<file path="src/rtl/alu_cnt_dec_unit.sv">
// ---------------------------------------------------------------------------
// alu_cnt_dec_unit
//
// Bring-up utility datapath made of three independent blocks that share
// only clk and rst:
//   * 4-bit two's-complement ALU with zero / overflow / carry flags
//   * 3-bit enabled down-counter (reset value 3'b111, wraps 000 -> 111)
//   * 3-to-8 one-hot decoder with enable
//
// Optional build macro: ALU_OUTPUT_REG_EN
//   defined   : ALU result and flags are registered (1-cycle latency),
//               rst clears all four ALU outputs to 0
//   undefined : ALU outputs are purely combinational, no reset state
//
// Ports
//   clk             in  1  rising-edge clock
//   rst             in  1  synchronous active-high reset
//   alu_fnselec     in  3  ALU operation select
//   alu_a, alu_b    in  4  ALU operands (two's complement)
//   alu_res         out 4  ALU result
//   alu_zero        out 1  result == 0
//   alu_overflow    out 1  signed overflow (add/sub only)
//   alu_carry       out 1  carry-out / no-borrow (add/sub only)
//   counter_en      in  1  down-counter enable
//   dec_counter_out out 3  down-counter value
//   x               in  3  decoder select
//   en              in  1  decoder enable
//   y_dec           out 8  one-hot decoder output
// ---------------------------------------------------------------------------
module alu_cnt_dec_unit (
   input  logic       clk,
   input  logic       rst,
   input  logic [2:0] alu_fnselec,
   input  logic [3:0] alu_a,
   input  logic [3:0] alu_b,
   output logic [3:0] alu_res,
   output logic       alu_zero,
   output logic       alu_overflow,
   output logic       alu_carry,
   input  logic       counter_en,
   output logic [2:0] dec_counter_out,
   input  logic [2:0] x,
   input  logic       en,
   output logic [7:0] y_dec
);

   // ------------------------------------------------------------------
   // ALU datapath
   // ------------------------------------------------------------------
   logic [4:0] w_add_sum;
   logic [4:0] w_sub_sum;
   logic       w_add_ov;
   logic       w_sub_ov;
   logic [3:0] w_res;
   logic       w_overflow;
   logic       w_carry;
   logic       w_zero;

   // Subtraction is A + ~B + 1 so that bit 4 is the "no borrow" flag.
   assign w_add_sum = {1'b0, alu_a} + {1'b0, alu_b};
   assign w_sub_sum = {1'b0, alu_a} + {1'b0, ~alu_b} + 5'd1;
   assign w_add_ov  = (alu_a[3] == alu_b[3]) && (w_add_sum[3] != alu_a[3]);
   assign w_sub_ov  = (alu_a[3] != alu_b[3]) && (w_sub_sum[3] != alu_a[3]);

   always_comb begin
      w_res      = 4'h0;
      w_overflow = 1'b0;
      w_carry    = 1'b0;
      case (alu_fnselec)
         3'b000: begin
            w_res      = w_add_sum[3:0];
            w_overflow = w_add_ov;
            w_carry    = w_add_sum[4];
         end
         3'b001: begin
            w_res      = w_sub_sum[3:0];
            w_overflow = w_sub_ov;
            w_carry    = w_sub_sum[4];
         end
         3'b010: w_res = ~alu_a;
         3'b011: w_res = alu_a & alu_b;
         3'b100: w_res = alu_a | alu_b;
         3'b101: w_res = alu_a ^ alu_b;
         // Signed less-than: sign of A-B corrected by its overflow.
         3'b110: w_res = {3'b000, w_sub_sum[3] ^ w_sub_ov};
         default: w_res = {3'b000, alu_a == alu_b};
      endcase
   end

   assign w_zero = (w_res == 4'h0);

`ifdef ALU_OUTPUT_REG_EN
   logic [3:0] r_alu_res;
   logic       r_alu_zero;
   logic       r_alu_overflow;
   logic       r_alu_carry;

   always_ff @(posedge clk) begin
      if (rst) begin
         r_alu_res      <= 4'h0;
         r_alu_zero     <= 1'b0;
         r_alu_overflow <= 1'b0;
         r_alu_carry    <= 1'b0;
      end else begin
         r_alu_res      <= w_res;
         r_alu_zero     <= w_zero;
         r_alu_overflow <= w_overflow;
         r_alu_carry    <= w_carry;
      end
   end

   assign alu_res      = r_alu_res;
   assign alu_zero     = r_alu_zero;
   assign alu_overflow = r_alu_overflow;
   assign alu_carry    = r_alu_carry;
`else
   assign alu_res      = w_res;
   assign alu_zero     = w_zero;
   assign alu_overflow = w_overflow;
   assign alu_carry    = w_carry;
`endif

   // ------------------------------------------------------------------
   // Down-counter: reset has priority over enable; 000 wraps to 111
   // naturally through 3-bit modular subtraction.
   // ------------------------------------------------------------------
   logic [2:0] r_cnt;

   always_ff @(posedge clk) begin
      if (rst) begin
         r_cnt <= 3'b111;
      end else if (counter_en) begin
         r_cnt <= r_cnt - 3'd1;
      end
   end

   assign dec_counter_out = r_cnt;

   // ------------------------------------------------------------------
   // One-hot decoder
   // ------------------------------------------------------------------
   genvar gi;
   generate
      for (gi = 0; gi < 8; gi++) begin : g_dec
         assign y_dec[gi] = en && (x == 3'(gi));
      end
   endgenerate

endmodule

</file>
<file path="config.mk">
export PLATFORM = sky130hd
export DESIGN_NAME = alu_cnt_dec_unit
export DESIGN_NICKNAME = d
export VERILOG_FILES = /design/src/rtl/alu_cnt_dec_unit.sv
export SDC_FILE = /design/constraint.sdc
export NUM_CORES = 1
export LEC_CHECK = 0
export BUFFER_PORTS_ARGS = -buffer_cell sky130_fd_sc_hd__buf_2
export CAP_MARGIN = 20
export CORE_UTILIZATION = 39
export CTS_CLUSTER_DIAMETER = 40
export DETAILED_ROUTE_END_ITERATION = 6
export PLACE_DENSITY = 0.7
export SLEW_MARGIN = 25
export SYNTH_ARGS = -nofsm -noshare
export SYNTH_HDL_FRONTEND = slang
export SYNTH_SLANG_ARGS = --single-unit
</file>
<file path="constraint.sdc">
create_clock -name clk -period 2 [get_ports clk]
set_input_delay 0.2 -clock clk [delete_from_list [all_inputs] [get_ports clk]]
set_output_delay 0.2 -clock clk [all_outputs]
set_load 0.005 [all_outputs]
</file>
**Word level (Yosys, flattened, before mapping)**

Index checks and enable logic that the tools add are counted.

- Register bits after elaboration: 3
- Bits of input ports: 18
- Output and inout bits: 18
- Logic and storage cells: 45

- Add/sub/neg operators: 4
- Equality and inequality tests: 18
- Muxes and demuxes: 3
- Bitwise logic cells: 6
- Reductions and logical operators: 13

Operators with widths:

| operator | number |
|---|---|
| $pmux 4 s7 | 1 |
| $eq 3x3->1 const B | 7 |
| $eq 3x2->1 const B | 4 |
| $add 4x4->5 | 2 |
| $logic_and 1x1->1 | 10 |
| $not 4->4 | 2 |
| $eq 3x1->1 const B | 2 |
| $logic_not 3->1 | 2 |
| $add 5x1->5 const B | 1 |
| $and 4x4->4 | 1 |
| $eq 4x4->1 | 1 |
| $logic_not 4->1 | 1 |
| $or 4x4->4 | 1 |
| $pmux 1 s2 | 2 |
| $xor 4x4->4 | 1 |
| $ne 1x1->1 | 3 |
| $sub 3x1->3 const B | 1 |
| $eq 1x1->1 | 1 |
| $xor 1x1->1 | 1 |

**Logic depth before layout (Yosys ltp)**

- Word-level depth: 8
- Mapped depth: 10
- Mapped depth without buffers: 9

**Least setup slack after synthesis**

OpenSTA, ideal clock, no wires.

- Kind: in2out
- Start point: input alu_b[2]
- End point: output alu_overflow
- Arrival: 2.075 ns
- Required time: 1.800 ns
- Slack: -0.275 ns
- Stages: 9
- Path buffers: 1
- Cell sequence: inv_1 ha_1 clkbuf_1 inv_1 a21oi_1 fa_1 nor2_1 nor3_1 a2111oi_0

- Longest elaborated chain between the ends: 6
- Elaborated cells on any way between the ends: 9
- Those cells by class: add/sub (3); eq/ne (2); mux (1); bitwise (1); reduce/logical (2)

Ends and longest elaborated chain:

| element | RTL line | RTL |
|---|---|---|
| from (decl) | 35 | `input logic [3:0] alu_b,` |
| $not 4->4 | 61 | `assign w_sub_sum = {1'b0, alu_a} + {1'b0, ~alu_b} + 5'd1;` |
| $add 4x4->5 | 61 |  |
| $add 5x1->5 | 61 |  |
| $ne 1x1->1 | 63 | `assign w_sub_ov = (alu_a[3] != alu_b[3]) && (w_sub_sum[3] != alu_a[3]);` |
| $logic_and 1x1->1 | 63 |  |
| $pmux 1 s2 (*) | 69 | `case (alu_fnselec)` |
| to (decl) | 38 | `output logic alu_overflow,` |

Mark *: on every way between the ends. The rest lies on a longest branch, timed or not.

**Worst setup path after layout**

- Start point: input alu_a[0]
- End point: output alu_zero

- Longest elaborated chain between the ends: 7
- Elaborated cells on any way between the ends: 13
- Those cells by class: add/sub (3); eq/ne (2); mux (1); bitwise (5); reduce/logical (2)

Ends and longest elaborated chain:

| element | RTL line | RTL |
|---|---|---|
| from (decl) | 34 | `input logic [3:0] alu_a,` |
| $add 4x4->5 | 61 |  |
| $add 5x1->5 | 61 |  |
| $ne 1x1->1 | 63 |  |
| $logic_and 1x1->1 | 63 |  |
| $xor 1x1->1 | 85 | `3'b110: w_res = {3'b000, w_sub_sum[3] ^ w_sub_ov};` |
| $pmux 4 s7 (*) | 69 |  |
| $logic_not 4->1 (*) | 90 | `assign w_zero = (w_res == 4'h0);` |
| to (decl) | 37 | `output logic alu_zero,` |

Marks and branches as above.

==> summary.txt <==
Drt
  – Vias/cell: 5.19
  – Final ANT Viol Nets: 0
  – Drt wl/cell: 12.9 um
  – Routed WL: 2.51 mm
  – Number of DRC markers in iteration 0: 23
  – Via count: a little over 1k
  – 1st-pass router iterations: 4
  – Residual DRC: 0

Power
  – Max IR drop VDD: 0.352 mV
  – Sw Ratio: 38.6%
  – Lkg Pwr: 0.682 nW
  – Psw: 0.000191 W
  – Clock Power Share: 20.8%
  – Power per cell area: around 360 mW/mm^2
  – Internal cell power: 0.000304 W
  – Sequential fraction of design power: 13.6%
  – Overall power: 0.000495 W
  – Logic gate share of total power: 65.6%

Worst setup path
  – Worst Path Buf+Inv: 5
  – Crit-path cells: buf_8, inv_6, ha_4, inv_2, fa_2, xor2_2, nor4b_2, a211oi_1, o31ai_1, buf_4, nor4_2, buf_2
  – R2R cell count: 5
  – Crit. End Element: primary output
  – CP Depth: 12
  – Largest stage delay on the critical path: 410 ps
  – Crit path max-delay cell type: fa_2
  – Startpoint types: primary input
  – CP Data Required Time: 1800 ps
  – Critical path's top delay family: adder cells
  – Crit path DAT: 2080 ps
  – CP max FO: 2
  – CP Class: primary input to primary output

Clock tree
  – CTS tree: yes
  – CTS buffer count: 3
  – CTS root buf: clkbuf_4
  – Reg clk slew, reported paths: 40 ps
  – H-tree depth: 1
  – Clock Sinks: 3
  – CTS Hold Buffers Added: 0
  – Maximum root-to-sink buffer count: 2
  – Clk Latency, worst-skew pair: roughly 230 ps

Timing
  – Endpoints failing setup: 4
  – Clock Skew: 0.317 ps
  – Fmax: 0.438 GHz
  – Minimum clock period: 2280 ps
  – RSZ-0062 raised after global routing: true
  – Setup_tns: -701 ps
  – Final Cycle Share: 114%
  – Worst Tran Pin Value: around 390 ps
  – Slew Viols, Final: 0
  – Setup WS post-layout: -282 ps
  – Final Hold Violating Endpoints: 0
  – WHS: around 180 ps
  – Max-slew headroom: 73.5%

Synthesis
  – Syn nets: 147
  – Post-Syn Area per Cell: 7.37 um^2
  – Post-synthesis sequential area ratio: slightly above 7%
  – Synth cell types: 34
  – Synth Flop Type: dfxtp_1
  – Ys async rst share: 0%
  – Mapped Area: 833 um^2
  – Ys Warns: 0
  – Mapped Cells: 113
  – EDFF count, synth: 0
  – Yosys reg bits: 3

Run
  – Max Cap Viol: 0

Place
  – Hpwl dp: 1.73 mm
  – DP Area: 0.00116 mm^2
  – GPL Wtd Cong: 0.809
  – PortBufs: 35

Global routing
  – Largest net degree at the start of global routing: 23
  – GRT Util Overall: 19.9%
  – First-pass GRT wire length: 3.33 mm
  – Vias in the first global route: 800
  – Total grt overflow: 0
  – Initial antenna violation count: 0

Die
  – Site Rows: 16
  – Die W: 48.2 um
  – Num ports: 36
  – Die Ht: 48.2 um
  – Core area: 0.00198 mm^2
  – Initial Util: 42.0%
  – Die Area: 0.00233 mm^2

Final layout
  – Most frequent cells in the layout: 30 x buf_2, 21 x buf_4, 12 x nor2_1
  – Leading cell type in the layout, fill and taps excluded: buf_2
  – Total Nets Final: 202
  – P&R area growth vs syn: 64.3%
  – Final Cell Area: 0.00137 mm^2
  – Antenna cell count: 0
  – Max reg flops: 3
  – Layout cells sized above 1: 49.7%

Status
  – Failing checks: negative setup slack
  – Result of the run: finished with violations

Hold path
  – Min-Delay Path Depth: 2
  – Kind of path behind the tightest hold check: primary input to flop
-- cell families after synthesis --
logic type / synth area share (%)
compound gates: 24.0
mux: 2.40
simple gates: 25.8
xor+xnor: 4.20
fa+ha+maj: 26.7
buf+inv: 9.61
flops: 7.21
-- cell type report --
class	instances	area, um^2
multi-input combinational	91	812
fill	155	613
tap	27	33.8
timing repair buffer	56	375
inverter	13	61.3
clock buffer	4	26.3
sequential	3	60.1
-- worst reg2reg max path, cell delays in order (launching register included) --
cell,delay (ps)
dfxtp_1,350
inv_1,60
ha_1,270
nand2_1,40
o21ai_0,80
nand2b_1,70
-- stage by stage --
step / instances / utilization (%) / setup slack, ps
2_1_floorplan: 113 / - / -69.9
3_3_place_gp: 187 / 58.5 / -307
3_5_place_dp: 187 / 58.5 / -381
4_1_cts: 193 / 64.6 / -256
5_1_grt: 194 / 69.1 / -345
6_report: 194 / 69.1 / -282
-- path summary, 6_finish.rpt --
path	start	to	slack (ps)
min	rst	dec_counter_out[0]	180
max	alu_a[0]	alu_zero	-280
max reg2reg	dec_counter_out[0]	dec_counter_out[1]	1020
min reg2reg	dec_counter_out[0]	dec_counter_out[0]	520
-- power groups by stage --
stage	registers (W)	logic [W]	clock network, W
floorplan	0.0000686	0.000154	0
global placement	0.0000681	0.000252	0
detailed placement	0.0000682	0.000258	0
CTS	0.0000674	0.000288	0.000107
global route	0.0000679	0.000357	0.000110
finish	0.0000674	0.000324	0.000103
-- routing by layer --
metal | up-vias | share of wire (%) | global-route usage [%]
met2 | 37 | 53 | 36.0
met4 | 0 | 1.4 | 7.78
li1 | 496 | - | -
met1 | 469 | 41 | 24.8
met5 | - | 0 | 0
met3 | 4 | 4.3 | 0.370
-- cells in the mapped netlist, types with 3 or more instances --
library cell,number,share of area [%]
buf_2,4,2.4
fa_1,3,7.2
nor2_1,12,5.4
a211oi_1,3,2.7
inv_1,13,5.9
nand2_1,8,3.6
ha_1,13,20
o21ai_0,5,3.0
dfxtp_1,3,7.2
a21oi_1,5,3.0
nand2b_1,6,4.5
nor3_1,7,4.2
-- timing repair --
action	in CTS	in global routing
buffers inserted	3	2
resized for setup	23	17
hold endpoints to repair	0	0
pin swaps	6	11
setup endpoints to repair	5	6
Power figures use the tool's default switching activity.
